**src/rtl/m8c_issp_sequencer_pkg.sv**
```systemverilog
// Shared types and constants for the M8C ISSP vector sequencer.
package m8c_issp_pkg;

  localparam int VEC_W_DEFAULT = 22;

  localparam logic [7:0] CMD_NONE    = 8'd0;
  localparam logic [7:0] CMD_POR     = 8'd1;
  localparam logic [7:0] CMD_PWROFF  = 8'd2;
  localparam logic [7:0] CMD_SENDVEC = 8'd3;
  localparam logic [7:0] CMD_EXEC    = 8'd4;

  typedef enum logic [2:0] {
    ST_IDLE,
    ST_ISSUE,
    ST_WAIT_ACK,
    ST_WAIT_DONE,
    ST_HALT
  } seq_state_e;

  localparam int ERR_OVF     = 0;
  localparam int ERR_ACK     = 1;
  localparam int ERR_TIMEOUT = 2;

endpackage

```
**src/rtl/m8c_issp_sequencer_if.sv**
```systemverilog
// Command/handshake bundle between the sequencer (master) and the ISSP bit engine (slave).
interface m8c_issp_sequencer_if #(
  parameter int VEC_W = m8c_issp_pkg::VEC_W_DEFAULT
);
  logic [7:0]       eng_cmd;
  logic [VEC_W-1:0] eng_vec;
  logic [VEC_W-1:0] eng_mask;
  logic             eng_start;
  logic             eng_busy;
  logic [VEC_W-1:0] eng_rx;

  modport master (output eng_cmd, eng_vec, eng_mask, eng_start,
                  input  eng_busy, eng_rx);
  modport slave  (input  eng_cmd, eng_vec, eng_mask, eng_start,
                  output eng_busy, eng_rx);
endinterface

```
**src/rtl/m8c_issp_sequencer_vec_fifo.sv**
```systemverilog
// Synchronous show-ahead FIFO holding queued {vec, mask, exec} entries.
module m8c_issp_vec_fifo #(
  parameter int W          = 45,
  parameter int DEPTH_LOG2 = 3
) (
  input  logic                  clk,
  input  logic                  rst_n,
  input  logic                  wr_en,
  input  logic [W-1:0]          wr_data,
  input  logic                  rd_en,
  output logic [W-1:0]          rd_data,
  output logic [DEPTH_LOG2:0]   count,
  output logic                  full,
  output logic                  empty
);
  localparam int DEPTH = 1 << DEPTH_LOG2;

  logic [W-1:0]          mem_q [DEPTH];
  logic [DEPTH_LOG2-1:0] wr_ptr_q, wr_ptr_d, rd_ptr_q, rd_ptr_d;
  logic [DEPTH_LOG2:0]   count_q, count_d;
  logic                  do_wr, do_rd;

  assign empty   = (count_q == '0);
  assign full    = (count_q == (DEPTH_LOG2+1)'(DEPTH));
  assign count   = count_q;
  assign rd_data = mem_q[rd_ptr_q];
  // A write into a full queue is accepted only when the head leaves in the same cycle.
  assign do_rd   = rd_en & ~empty;
  assign do_wr   = wr_en & (~full | do_rd);

  always_comb begin
    wr_ptr_d = wr_ptr_q;
    rd_ptr_d = rd_ptr_q;
    count_d  = count_q;
    if (do_wr) wr_ptr_d = wr_ptr_q + DEPTH_LOG2'(1);
    if (do_rd) rd_ptr_d = rd_ptr_q + DEPTH_LOG2'(1);
    if (do_wr && !do_rd)      count_d = count_q + (DEPTH_LOG2+1)'(1);
    else if (do_rd && !do_wr) count_d = count_q - (DEPTH_LOG2+1)'(1);
  end

  always_ff @(posedge clk) begin
    if (!rst_n) begin
      wr_ptr_q <= '0;
      rd_ptr_q <= '0;
      count_q  <= '0;
    end else begin
      wr_ptr_q <= wr_ptr_d;
      rd_ptr_q <= rd_ptr_d;
      count_q  <= count_d;
    end
  end

  always_ff @(posedge clk) begin
    if (do_wr) mem_q[wr_ptr_q] <= wr_data;
  end
endmodule

```
**src/rtl/m8c_issp_sequencer.sv**
```systemverilog
// Queues host ISSP vectors and issues them to the bit engine (SENDVEC, optional EXEC).
// Define M8C_SEQ_TIMEOUT_EN to add the engine busy-timeout watchdog (err[2]).
//
// state      | meaning
// IDLE       | waiting for a queued vector with no error pending
// ISSUE      | eng_start pulse, arm ack timer
// WAIT_ACK   | waiting for eng_busy to rise
// WAIT_DONE  | engine running; capture readback when busy falls
// HALT       | error stop; queue kept until err_clr
module m8c_issp_sequencer
  import m8c_issp_pkg::*;
#(
  parameter int VEC_W      = VEC_W_DEFAULT,
  parameter int DEPTH_LOG2 = 3,
  parameter int ACK_WAIT   = 15,
  parameter int TIMEOUT    = 65535
) (
  input  logic                osc,
  input  logic                rst_n,
  input  logic                push,
  input  logic [VEC_W-1:0]    push_vec,
  input  logic [VEC_W-1:0]    push_mask,
  input  logic                push_exec,
  output logic                q_full,
  output logic [DEPTH_LOG2:0] q_count,
  output logic [VEC_W-1:0]    rx_vec,
  output logic                rx_valid,
  input  logic                rx_ack,
  output logic                idle,
  output logic [2:0]          err,
  input  logic                err_clr,
  m8c_issp_sequencer_if.master eng
);
  localparam int FW = 2*VEC_W + 1;
  localparam int AW = (ACK_WAIT < 1) ? 1 : $clog2(ACK_WAIT + 1);

  seq_state_e       state_q, state_d;
  logic [7:0]       cmd_q, cmd_d;
  logic [VEC_W-1:0] vec_q, vec_d, mask_q, mask_d, rx_vec_q, rx_vec_d;
  logic             exec_q, exec_d, start_q, start_d, rx_valid_q, rx_valid_d;
  logic [AW-1:0]    ack_cnt_q, ack_cnt_d;
  logic [2:0]       err_q, err_d, new_err;
  logic             pop, capture, fifo_empty;
  logic [FW-1:0]    head;

  m8c_issp_vec_fifo #(.W(FW), .DEPTH_LOG2(DEPTH_LOG2)) u_fifo (
    .clk     (osc),
    .rst_n   (rst_n),
    .wr_en   (push),
    .wr_data ({push_vec, push_mask, push_exec}),
    .rd_en   (pop),
    .rd_data (head),
    .count   (q_count),
    .full    (q_full),
    .empty   (fifo_empty)
  );

`ifdef M8C_SEQ_TIMEOUT_EN
  localparam int TW = (TIMEOUT < 1) ? 1 : $clog2(TIMEOUT + 1);
  logic [TW-1:0] tmo_cnt_q, tmo_cnt_d;
`else
  logic unused_tmo;
  assign unused_tmo = (TIMEOUT == 0);
`endif

  always_comb begin
    state_d    = state_q;
    cmd_d      = cmd_q;
    vec_d      = vec_q;
    mask_d     = mask_q;
    exec_d     = exec_q;
    start_d    = 1'b0;
    ack_cnt_d  = ack_cnt_q;
    pop        = 1'b0;
    capture    = 1'b0;
    new_err    = '0;
`ifdef M8C_SEQ_TIMEOUT_EN
    tmo_cnt_d  = tmo_cnt_q;
`endif
    new_err[ERR_OVF] = push & q_full & ~pop;

    case (state_q)
      ST_IDLE: begin
        if (!fifo_empty && err_q == '0) begin
          pop = 1'b1;
          {vec_d, mask_d, exec_d} = head;
          cmd_d   = CMD_SENDVEC;
          state_d = ST_ISSUE;
        end
      end
      ST_ISSUE: begin
        start_d   = 1'b1;
        ack_cnt_d = AW'(ACK_WAIT);
        state_d   = ST_WAIT_ACK;
      end
      ST_WAIT_ACK: begin
        if (eng.eng_busy) begin
          state_d = ST_WAIT_DONE;
`ifdef M8C_SEQ_TIMEOUT_EN
          tmo_cnt_d = TW'(TIMEOUT - 1);
`endif
        end else if (ack_cnt_q == '0) begin
          new_err[ERR_ACK] = 1'b1;
          state_d = ST_HALT;
        end else begin
          ack_cnt_d = ack_cnt_q - AW'(1);
        end
      end
      ST_WAIT_DONE: begin
        if (!eng.eng_busy) begin
          capture = (cmd_q == CMD_SENDVEC) && (mask_q != '0);
          if (cmd_q == CMD_SENDVEC && exec_q) begin
            cmd_d   = CMD_EXEC;
            state_d = ST_ISSUE;
          end else begin
            state_d = ST_IDLE;
          end
        end
`ifdef M8C_SEQ_TIMEOUT_EN
        else if (tmo_cnt_q == '0) begin
          new_err[ERR_TIMEOUT] = 1'b1;
          state_d = ST_HALT;
        end else begin
          tmo_cnt_d = tmo_cnt_q - TW'(1);
        end
`endif
      end
      ST_HALT: begin
        if (err_clr) state_d = ST_IDLE;
      end
      default: state_d = ST_IDLE;
    endcase

    rx_vec_d   = capture ? eng.eng_rx : rx_vec_q;
    rx_valid_d = (rx_valid_q & ~rx_ack) | capture;
    // A fresh error in the clearing cycle survives the clear.
    err_d      = (err_q & ~{3{err_clr}}) | new_err;
  end

  always_ff @(posedge osc) begin
    if (!rst_n) begin
      state_q    <= ST_IDLE;
      cmd_q      <= CMD_NONE;
      vec_q      <= '0;
      mask_q     <= '0;
      exec_q     <= 1'b0;
      start_q    <= 1'b0;
      ack_cnt_q  <= '0;
      rx_vec_q   <= '0;
      rx_valid_q <= 1'b0;
      err_q      <= '0;
`ifdef M8C_SEQ_TIMEOUT_EN
      tmo_cnt_q  <= '0;
`endif
    end else begin
      state_q    <= state_d;
      cmd_q      <= cmd_d;
      vec_q      <= vec_d;
      mask_q     <= mask_d;
      exec_q     <= exec_d;
      start_q    <= start_d;
      ack_cnt_q  <= ack_cnt_d;
      rx_vec_q   <= rx_vec_d;
      rx_valid_q <= rx_valid_d;
      err_q      <= err_d;
`ifdef M8C_SEQ_TIMEOUT_EN
      tmo_cnt_q  <= tmo_cnt_d;
`endif
    end
  end

  assign eng.eng_cmd   = cmd_q;
  assign eng.eng_vec   = vec_q;
  assign eng.eng_mask  = mask_q;
  assign eng.eng_start = start_q;
  assign rx_vec        = rx_vec_q;
  assign rx_valid      = rx_valid_q;
  assign err           = err_q;
  assign idle          = fifo_empty & (state_q == ST_IDLE);
endmodule

```
**src/flat_wrapper.sv**
```systemverilog
// flat-port wrapper written by rule: the top's interface ports become plain ports
module m8c_issp_sequencer_flat import m8c_issp_pkg::*;
#(
  parameter int VEC_W      = VEC_W_DEFAULT,
  parameter int DEPTH_LOG2 = 3,
  parameter int ACK_WAIT   = 15,
  parameter int TIMEOUT    = 65535
)
  (osc, rst_n, push, push_vec, push_mask, push_exec, q_full, q_count, rx_vec, rx_valid, rx_ack, idle, err, err_clr, eng_eng_cmd, eng_eng_vec, eng_eng_mask, eng_eng_start, eng_eng_busy, eng_eng_rx);
  m8c_issp_sequencer_if #(.VEC_W(VEC_W)) eng_i ();
  input  logic osc;
  input  logic rst_n;
  input  logic push;
  input  logic [VEC_W-1:0] push_vec;
  input  logic [VEC_W-1:0] push_mask;
  input  logic push_exec;
  output logic q_full;
  output logic [DEPTH_LOG2:0] q_count;
  output logic [VEC_W-1:0] rx_vec;
  output logic rx_valid;
  input  logic rx_ack;
  output logic idle;
  output logic [2:0] err;
  input  logic err_clr;
  output wire logic [$bits(eng_i.eng_cmd)-1:0] eng_eng_cmd;
  output wire logic [$bits(eng_i.eng_vec)-1:0] eng_eng_vec;
  output wire logic [$bits(eng_i.eng_mask)-1:0] eng_eng_mask;
  output wire logic [$bits(eng_i.eng_start)-1:0] eng_eng_start;
  input wire logic [$bits(eng_i.eng_busy)-1:0] eng_eng_busy;
  input wire logic [$bits(eng_i.eng_rx)-1:0] eng_eng_rx;
  assign eng_eng_cmd = eng_i.eng_cmd;
  assign eng_eng_vec = eng_i.eng_vec;
  assign eng_eng_mask = eng_i.eng_mask;
  assign eng_eng_start = eng_i.eng_start;
  assign eng_i.eng_busy = eng_eng_busy;
  assign eng_i.eng_rx = eng_eng_rx;
  m8c_issp_sequencer #(.VEC_W(VEC_W), .DEPTH_LOG2(DEPTH_LOG2), .ACK_WAIT(ACK_WAIT), .TIMEOUT(TIMEOUT)) u_core (.osc(osc), .rst_n(rst_n), .push(push), .push_vec(push_vec), .push_mask(push_mask), .push_exec(push_exec), .q_full(q_full), .q_count(q_count), .rx_vec(rx_vec), .rx_valid(rx_valid), .rx_ack(rx_ack), .idle(idle), .err(err), .err_clr(err_clr), .eng(eng_i));
endmodule
```
**config.mk**
```make
export PLATFORM = sky130hd
export DESIGN_NAME = m8c_issp_sequencer_flat
export DESIGN_NICKNAME = d
export VERILOG_FILES = /design/src/rtl/m8c_issp_sequencer_pkg.sv /design/src/rtl/m8c_issp_sequencer_if.sv /design/src/rtl/m8c_issp_sequencer_vec_fifo.sv /design/src/rtl/m8c_issp_sequencer.sv /design/src/flat_wrapper.sv
export SDC_FILE = /design/constraint.sdc
export NUM_CORES = 1
export LEC_CHECK = 0
export BUFFER_PORTS_ARGS = -buffer_cell sky130_fd_sc_hd__clkbuf_2
export CAP_MARGIN = 40
export CORE_AREA = 4 4 183 185
export DETAILED_ROUTE_END_ITERATION = 16
export DIE_AREA = 0 0 187 189
export MAX_ROUTING_LAYER = met4
export PLACE_DENSITY_LB_ADDON = 0.08
export SLEW_MARGIN = 30
export SYNTH_ARGS = -nofsm -noshare
export SYNTH_HDL_FRONTEND = slang
export SYNTH_HIERARCHICAL = 1
export SYNTH_SLANG_ARGS = --single-unit
```
**constraint.sdc**
```tcl
create_clock -name osc -period 16.39 [get_ports osc]
set_input_delay 0.8195 -clock osc [delete_from_list [all_inputs] [get_ports osc]]
set_output_delay 0.8195 -clock osc [all_outputs]
set_load 0.005 [all_outputs]
```
==> flow_summary.json, run 1 <==
{
  "r2r_end": "u_core/u_fifo/count[3]",
  "ant_nets": 0,
  "synth_seq_cells": 454,
  "grt_max_degree": 50,
  "crit_path_start_kind": "flop",
  "fmax_mhz": 275,
  "critPathMaxFanout": 47,
  "min_to": "u_core/eng.eng_vec[16]",
  "synthArstFlopShare_pct": 0,
  "io_pins": 158,
  "dp_hpwl_um": 19800,
  "ys_seq_area_share_pct": 73.2,
  "skew_ns": 0.0205,
  "antenna_found_initial": 3,
  "syn_to_final_growth_pct": 16.1,
  "via_per_inst": 5.58,
  "finalWirelength_um": 33900,
  "slew_violations": 0,
  "total_power_mw": 3.11,
  "min_path_cells": 2,
  "ff_latch_area_um2": 12700,
  "min_period_ns": 3.63,
  "floorplan.initialDensity_pct": 54.1,
  "vias": 8750,
  "clock_latency_ns": 0.54,
  "reg2reg_depth": 14,
  "overflow": 0,
  "htreeDepth": 2,
  "grt_pass1_vias": 9177,
  "globalplace.congestion": 0.741,
  "leakagePower_nw": 6.84,
  "cts_tree": "done",
  "min_from": "u_core/eng.eng_vec[16]",
  "io_buffers": 152,
  "synth_cells": 947,
  "drive_above_1_share_pct": 36.4,
  "drt-initial-drc-count": 579,
  "gr-usage-all-layers_pct": 20.2,
  "r2r_slack_ns": 12.76,
  "postCtsSetupBuffers": 0,
  "worstPathArrival_ns": 4.09,
  "synth_ff_type": "edfxtp_1",
  "die_w_um": 187,
  "status": "complete, no violations",
  "final_nets": 1200,
  "path_class": "flop to flop",
  "firstDrtPassIters": 4,
  "syn_area_per_cell_um2": 18.3,
  "cts_root_buf": "clkbuf_16",
  "drv_cap": 0,
  "multi_input_area_um2": 4400,
  "rows": 66,
  "fillers": 2359,
  "tightest_slew_ns": 0.801,
  "setup_ws_ns": 12.76,
  "die_y_um": 189,
  "cts_resized": 0,
  "cp-end-kind": "flop",
  "synth_common_cells": "360 x edfxtp_1, 123 x nand2_1, 94 x dfxtp_1",
  "numCtsBuffers": 46,
  "path_clk_slew_ns": 0.06,
  "tns_ns": 0,
  "synth_edf_count": 360,
  "synth_cell_types": 53,
  "synth_area_um2": 17300,
  "synth_top_area_share_pct": 62.3,
  "die_area_um2": 35300,
  "cts_buffer_depth": 3,
  "place_ws_ns": 12.71,
  "remaining_drc_errors": 0,
  "grt_setup_unrepaired": "false",
  "final_hold_viol_count": 0,
  "synth_area_leaders": "edfxtp_1 62%, mux4_2 12%, dfxtp_1 11%",
  "yosys_warnings": 6,
  "rr_startpoint": "u_core/u_fifo/count[1]",
  "hold_ws_ns": 0.455,
  "required_ns": 16.84,
  "yosys.area.top_type": "edfxtp_1",
  "cts_hold_buffers": 0,
  "power_density_nw_per_um2": 154,
  "min_path_type": "flop to flop",
  "wl_per_cell_um": 21.6,
  "core_um2": 32000,
  "ir_drop_uv": 97.3,
  "setup_viol": 0,
  "clkSinkCount": 454,
  "slew_headroom_pct": 46.6,
  "period_share_pct": 22.2,
  "grt_pass1_wl_um": 54000,
  "yosysMostFrequentCell": "edfxtp_1"
}
worst max path at each step:
stage | start | end | slack, ns | depth (start not counted)
6_report | u_core/u_fifo/count[1] | u_core/u_fifo/count[3] | 12.76 | 14
5_1_grt | u_core/u_fifo/count[1] | u_core/u_fifo/count[3] | 12.29 | 14
3_3_place_gp | u_core/u_fifo/count[1] | u_core/u_fifo/count[3] | 12.81 | 14
4_1_cts | u_core/u_fifo/count[1] | u_core/u_fifo/count[3] | 12.68 | 14
2_1_floorplan | u_core/u_fifo/count[0] | u_core/u_fifo/mem_q[0][0] | 10.08 | 7
3_5_place_dp | u_core/u_fifo/count[1] | u_core/u_fifo/count[3] | 12.71 | 14
cell type report:
class	instances	share of cell area, %
diodes	2	0.0249
clock buffers	62	6.42
inverters	9	0.168
well taps	408	2.54
clock inverters	23	1.03
multi-input cells	432	21.8
repair buffers	177	4.89
flip-flops and latches	454	63.1
flip-flops by register name (all words and copies together) (netlist names), 2 cells and up, named ones only:
register / cells
u_core/u_fifo/mem_q: 360
u_core/u_fifo/wr_ptr_q: 3
u_core/ack_cnt_q: 4
u_core/u_fifo/rd_ptr_q: 3
u_core/err: 3
u_core/eng.eng_vec: 22
u_core/state_q: 3
u_core/rx_vec: 22
u_core/eng.eng_cmd: 2
u_core/u_fifo/count: 4
u_core/eng.eng_mask: 22
metrics by stage:
| stage | cells | area [µm²] | util [%] |
|---|---|---|---|
| 6_report | 1567 | 20100 | 62.8 |
| 5_1_grt | 1567 | 20100 | 62.8 |
| 4_1_cts | 1565 | 20100 | 62.8 |
| 3_5_place_dp | 1480 | 18600 | 58.1 |
| 3_3_place_gp | 1477 | 18600 | 58.0 |
| 2_1_floorplan | 951 | 17400 | - |
layout by cell type (no fill, tap or decap), types with 11 or more instances in the layout:
| master | instances |
|---|---|
| a21oi_1 | 47 |
| buf_4 | 22 |
| clkbuf_16 | 47 |
| clkbuf_2 | 152 |
| clkinv_1 | 11 |
| dfxtp_1 | 91 |
| edfxtp_1 | 360 |
| mux2_2 | 45 |
| mux4_2 | 90 |
| nand2_1 | 122 |
| o2bb2ai_2 | 20 |
critical path, stage by stage, from the launching register on:
cell      delay [ns]
dfxtp_1         0.39
nor4_1          0.42
nor4_1          0.14
nand2_2         0.07
buf_4           0.51
inv_2           0.25
o21ai_4         0.32
inv_1           0.13
ha_1            0.22
inv_1           0.13
ha_1            0.29
a21oi_1         0.21
a211oi_1        0.10
a31oi_1         0.19
mux2i_1         0.19
cell families after synthesis:
group / synth area share [%]
xor gates and xnor gates: 0.303
other: 0.0216
muxes: 14.8
buffers and inverters: 1.88
DFF: 73.2
AOI/OAI and AO/OA: 4.13
and+or+nand+nor: 5.08
adders and majority gates: 0.548
metal layers:
metal / vias up / global-route usage, % / wire length, µm
met5: - / - / 0
met2: 226 / 32.5 / 16600
li1: 4060 / - / -
met4: 0 / 4.35 / 566
met1: 4415 / 27.7 / 14800
met3: 49 / 3.58 / 1930
report_power, final:
part           switching (mW)  internal (mW)
Clock                   0.410          0.614
Sequential             0.0827           1.36
Combinational           0.346          0.294
Total                   0.839           2.27
Note: power is estimated with default switching activity, not from simulation.
==> inputs of run 2 (changes only) <==
Settings changed: ABC_AREA set to 1, CORE_AREA 4 4 183 185 to 4 4 187 189, DIE_AREA 0 0 187 189 to 0 0 191 193.
Clock period 16.39 ns to 3.6 ns, I/O delays scaled along.
==> flow_summary.json, run 2 <==
{
  "grt_setup_unrepaired": "false",
  "crit_family": "simple AND/OR/NAND/NOR gates",
  "critPathSlowestCell": "dfxtp_1",
  "yosysMostFrequentCell": "nor2_1",
  "utilization_pct": 64.9,
  "p_sw_share_pct": 31.8,
  "ir_drop_uv": 479,
  "tns_ns": 0,
  "worst-path-stages": 17,
  "cts_root_buf": "clkbuf_16",
  "cp-end-kind": "flop",
  "synth_cell_types": 32,
  "firstDrtPassIters": 5,
  "rr_startpoint": "u_core/u_fifo/count[0]",
  "r2r_end": "u_core/u_fifo/count[3]",
  "overflow": 0,
  "required_ns": 4.03,
  "floorplan.initialDensity_pct": 54.7,
  "final_nets": 1961,
  "min_period_ns": 3.06,
  "cp_common_cell": "nand2_1",
  "synth_common_cells": "390 x nor2_1, 360 x edfxtp_1, 214 x nand2_1",
  "vias": 12500,
  "clkPwrFrac_pct": 31.4,
  "core_um2": 33300,
  "synth_ff_type": "edfxtp_1",
  "io_buffers": 152,
  "p_comb_share_pct": 25.8,
  "clock_latency_ns": 0.55,
  "power_density_nw_per_um2": 695,
  "grt_pass1_vias": 12200,
  "synth_cells": 1682,
  "hold_ws_ns": 0.230,
  "final_cell_count_no_fill": 2369,
  "synthArstFlopShare_pct": 0,
  "final_hold_viol_count": 0,
  "finalWirelength_um": 40800,
  "syn_area_per_cell_um2": 10.8,
  "synth_seq_cells": 454,
  "status": "complete, no violations",
  "tightest_slew_ns": 0.807,
  "grt_pass1_wl_um": 65400,
  "yosys.area.top_type": "edfxtp_1",
  "worstPathArrival_ns": 3.49,
  "gr-usage-all-layers_pct": 22.9,
  "antenna_found_initial": 1,
  "die_y_um": 193,
  "dp_hpwl_um": 22700,
  "io_pins": 158,
  "synth_area_leaders": "edfxtp_1 59%, dfxtp_1 10%, nor2_1 8.0%",
  "p_seq_share_pct": 42.9,
  "net-switching-power_mw": 4.78,
  "fillers": 2565,
  "r2r_slack_ns": 0.54,
  "numCtsBuffers": 47,
  "path_buf_inv": 4,
  "crit_path_end": "u_core/u_fifo/count[3]",
  "critPathLaunch": "u_core/u_fifo/count[0]",
  "total_power_mw": 15.0,
  "dp_cells": 2208,
  "ant_nets": 0,
  "period_share_pct": 84.9,
  "skew_ns": 0.0162,
  "leakagePower_nw": 8.15,
  "remaining_drc_errors": 0,
  "synth_top_area_share_pct": 59.4,
  "fmax_mhz": 327,
  "htreeDepth": 2,
  "cts_tree": "done",
  "syn_to_final_growth_pct": 18.7,
  "slew_violations": 0,
  "reg2reg_depth": 17,
  "min_path_type": "primary input to flop",
  "die_area_um2": 36900,
  "drive_above_1_share_pct": 14.0,
  "synth_edf_count": 360,
  "path_clk_slew_ns": 0.06,
  "rows": 67,
  "drt-initial-drc-count": 901,
  "final_cell_mix": "382 x nor2_1, 360 x edfxtp_1, 212 x nand2_1",
  "cts_buffer_depth": 3,
  "largest_reg_flops": 360,
  "grt_max_degree": 181,
  "synth_area_um2": 18200,
  "path_class": "flop to flop",
  "critPathMaxFanout": 47,
  "final_common_cell": "nor2_1",
  "crit_path_start_kind": "flop",
  "clkSinkCount": 454,
  "slew_headroom_pct": 46.2,
  "die_w_um": 191,
  "regMostFlops": "u_core/u_fifo/mem_q",
  "via_per_inst": 5.28,
  "setup_viol": 0,
  "ys_seq_area_share_pct": 69.8,
  "max_stage_delay_ns": 0.45,
  "path_cells": "nor2_1, nand3_1, inv_1, nor2_1, nand2_2, nor2_4, buf_4, nand2_1, ha_1, inv_1, ha_1, a21oi_1, nand2_1, nand2_1, nand3_1, nand2_1, inv_1",
  "power.internal_mw": 10.2,
  "drv_cap": 0,
  "wl_per_cell_um": 17.2,
  "globalplace.congestion": 0.832,
  "yosys_warnings": 6
}
run 2: cell count changes in the layout (fill, tap and decap cells not counted), sizes merged, moves of 7 or more:
cell,previous run,this run
a211oi,7,0
a21oi,48,39
and2,9,0
dlygate4sd3,0,71
inv,10,56
mux2,45,0
mux4,90,0
nand2,123,214
nand3,3,38
nor2,13,391
nor3,11,46
nor4,8,1
o21ai,2,320
o2bb2ai,22,0
run 2: how the worst min path moves through the flow:
stage                     slack, ns  cells past startpoint     from                     end
after floorplan                0.25                      1  err_clr           u_core/err[2]
after global placement         0.36                      2  err_clr           u_core/err[2]
after detailed placement       0.36                      2  err_clr           u_core/err[2]
after CTS                      0.21                      3    rst_n  u_core/eng.eng_vec[11]
after global routing           0.24                      3    rst_n   u_core/eng.eng_vec[9]
final                          0.23                      3    rst_n  u_core/eng.eng_vec[17]
run 2: final cells by class:
cell class	instances	area, µm²	share of cell area [%]
clock buffers	68	1340	6.19
flip-flops and latches	454	12700	58.8
diodes	1	2.50	0.0116
inverters	56	215	0.997
well taps	448	561	2.60
repair buffers	250	1800	8.34
multi-input cells	1072	4790	22.2
clock inverters	20	193	0.892
run 2: layer usage:
metal | vias to the layer above | wire (µm) | track usage (%)
met1 | 5932 | 17800 | 30.1
met5 | - | 0 | -
met2 | 325 | 19700 | 37.8
met3 | 73 | 2150 | 3.35
met4 | 0 | 1130 | 6.49
li1 | 6185 | - | -
run 2: tightest hold or removal path, stage by stage:
cell,delay [ns]
clkbuf_2,0.32
o21ai_0,0.18
nor2_1,0.05
run 2: power groups by stage:
stage	clock network, mW	registers [mW]	logic [mW]
floorplan	0	6.48	2.72
global placement	0	6.53	3.75
detailed placement	0	6.54	3.81
CTS	4.80	6.44	3.90
global route	5.06	6.49	4.40
finish	4.71	6.43	3.87
run 2: cells by family after synthesis:
logic type,synth area share [%]
fa+ha+maj,0.523
compound gates,9.96
simple gates,15.1
flops,69.8
buf+inv,4.41
other cells,0.0206
xor+xnor,0.193
run 2: through the flow:
step | worst slack [ns] | area, µm²
detailed placement | 0.644 | 19300
floorplan | -0.405 | 18200
global route | 0.317 | 21600
CTS | 0.562 | 21600
global placement | 0.739 | 19300
finish | 0.545 | 21600
run 2: what timing repair did:
item	in CTS	in global routing
resized for setup	0	0
endpoints found under the hold margin	387	0
hold buffers	71	0
setup buffers	0	0
==> inputs of run 3 (changes only) <==
Settings changed: ABC_AREA 1 to 0, CORE_AREA 4 4 187 189 to 4 4 183 185, DIE_AREA 0 0 191 193 to 0 0 187 189.
Clock period 3.6 ns to 3.1 ns, I/O delays scaled along.
==> flow_summary.json, run 3 (synthesis results as in run 1) <==
{
  "numCtsBuffers": 46,
  "path_clk_slew_ns": 0.06,
  "final_nets": 1275,
  "final_common_cell": "edfxtp_1",
  "required_ns": 3.56,
  "rows": 66,
  "gr-usage-all-layers_pct": 20.9,
  "leakagePower_nw": 7.17,
  "skew_ns": 0.0177,
  "ir_drop_uv": 548,
  "grt_pass1_wl_um": 56300,
  "remaining_drc_errors": 0,
  "crit_path_start_kind": "flop",
  "syn_to_final_growth_pct": 21.0,
  "tns_ns": 0,
  "dp_cells": 1484,
  "finalWirelength_um": 35200,
  "via_per_inst": 5.59,
  "cts_buffer_depth": 3,
  "cts_root_buf": "clkbuf_16",
  "path_class": "flop to flop",
  "ff_latch_area_um2": 12700,
  "overflow": 0,
  "clkPwrFrac_pct": 32.4,
  "wl_per_cell_um": 21.4,
  "drive_above_1_share_pct": 35.0,
  "io_buffers": 152,
  "die_y_um": 189,
  "p_comb_share_pct": 21.6,
  "multi_input_area_um2": 4440,
  "core_um2": 32000,
  "htreeDepth": 2,
  "min_path_type": "primary input to flop",
  "drv_cap": 0,
  "cts_tree": "done",
  "clkSinkCount": 454,
  "final_cell_count_no_fill": 1643,
  "hold_ws_ns": 0.191,
  "die_area_um2": 35300,
  "fillers": 2253,
  "reg2reg_depth": 10,
  "utilization_pct": 65.5,
  "p_sw_share_pct": 27.7,
  "firstDrtPassIters": 5,
  "path_cells": "or4b_4, o21ai_4, inv_1, ha_1, inv_1, ha_1, a21oi_1, a211oi_1, a31oi_1, mux2i_1",
  "total_power_mw": 16.5,
  "placed_cell_area_um2": 18800,
  "floorplan.initialDensity_pct": 54.1,
  "final_cell_area_um2": 21000,
  "clock_latency_ns": 0.54,
  "power_density_nw_per_um2": 789,
  "max_stage_delay_ns": 0.58,
  "p_seq_share_pct": 46.0,
  "largest_reg_flops": 360,
  "regMostFlops": "u_core/u_fifo/mem_q",
  "antenna_found_initial": 2,
  "final_cell_mix": "360 x edfxtp_1, 152 x clkbuf_2, 122 x nand2_1",
  "cp-end-kind": "flop",
  "place_ws_ns": 0.495,
  "fmax_mhz": 381,
  "globalplace.congestion": 0.733,
  "dp_hpwl_um": 20700,
  "die_w_um": 187,
  "net-switching-power_mw": 4.58,
  "io_pins": 158,
  "tightest_slew_ns": 0.728,
  "min_path_cells": 3,
  "grt_setup_unrepaired": "false",
  "worstPathArrival_ns": 3.08,
  "grt_pass1_vias": 9630,
  "period_share_pct": 84.6,
  "status": "complete, no violations",
  "ant_nets": 0,
  "slew_headroom_pct": 51.4,
  "setup_ws_ns": 0.478,
  "drt-initial-drc-count": 607,
  "vias": 9192,
  "grt_max_degree": 47,
  "final_hold_viol_count": 0,
  "min_period_ns": 2.62,
  "setup_viol": 0,
  "critPathSlowestCell": "or4b_4",
  "critPathMaxFanout": 7,
  "postCtsSetupBuffers": 0,
  "power.internal_mw": 12.0,
  "slew_violations": 0
}
==> run 3: cell count changes in the layout (fill, tap and decap cells not counted), moves of 39 or more <==
cell	change
nor2_1	-372
o21ai_1	-191
o21ai_0	-128
mux4_2	+90
nand2_1	-90
inv_1	-45
mux2_2	+45
nor3_1	-39
==> run 3: per-layer routing <==
| metal | vias up | GRT usage (%) | wire length (µm) |
|---|---|---|---|
| met5 | - | - | 0 |
| met4 | 0 | 4.07 | 519 |
| met3 | 44 | 3.80 | 2000 |
| met2 | 262 | 33.2 | 17000 |
| met1 | 4679 | 29.3 | 15600 |
| li1 | 4207 | - | - |
==> run 3: timing repair <==
action                    4_1_cts  5_1_grt
gates resized for setup         0        0
hold buffers                   71        0
hold endpoints to repair      387        0
==> run 3: cell type report <==
class	instances	share of cell area, %
antenna	2	0.0239
clock buffer	59	6.01
clock inverter	27	1.09
inverter	9	0.161
multi-input combinational	432	21.2
sequential	454	60.6
tap	408	2.43
timing repair buffer	252	8.53
==> run 3: worst paths after layout <==
| path | slack [ns] | to | startpoint |
|---|---|---|---|
| setup / recovery | 0.48 | u_core/u_fifo/count[3] | u_core/u_fifo/count[1] |
| hold / removal | 0.19 | u_core/rx_valid | rst_n |
| setup reg to reg | 0.48 | u_core/u_fifo/count[3] | u_core/u_fifo/count[1] |
| hold reg to reg | 0.45 | u_core/eng.eng_vec[18] | u_core/eng.eng_vec[18] |
==> run 3: power groups by stage <==
stage / clock network [mW] / registers (mW) / logic (mW)
after floorplan: 0 / 7.61 / 2.39
after global placement: 0 / 7.71 / 3.53
after detailed placement: 0 / 7.74 / 3.55
after CTS: 5.50 / 7.61 / 3.64
after global routing: 5.77 / 7.68 / 3.95
final: 5.36 / 7.61 / 3.58
==> run 3: worst max-delay path, delay by kind of cell, from the launching register on <==
kind                       cells  cell delay, ns
buffers and inverters          2            0.22
adders and majority gates      2            0.51
DFF                            1            0.37
AOI/OAI and AO/OA              4            0.67
muxes                          1            0.20
and+or+nand+nor                1            0.58
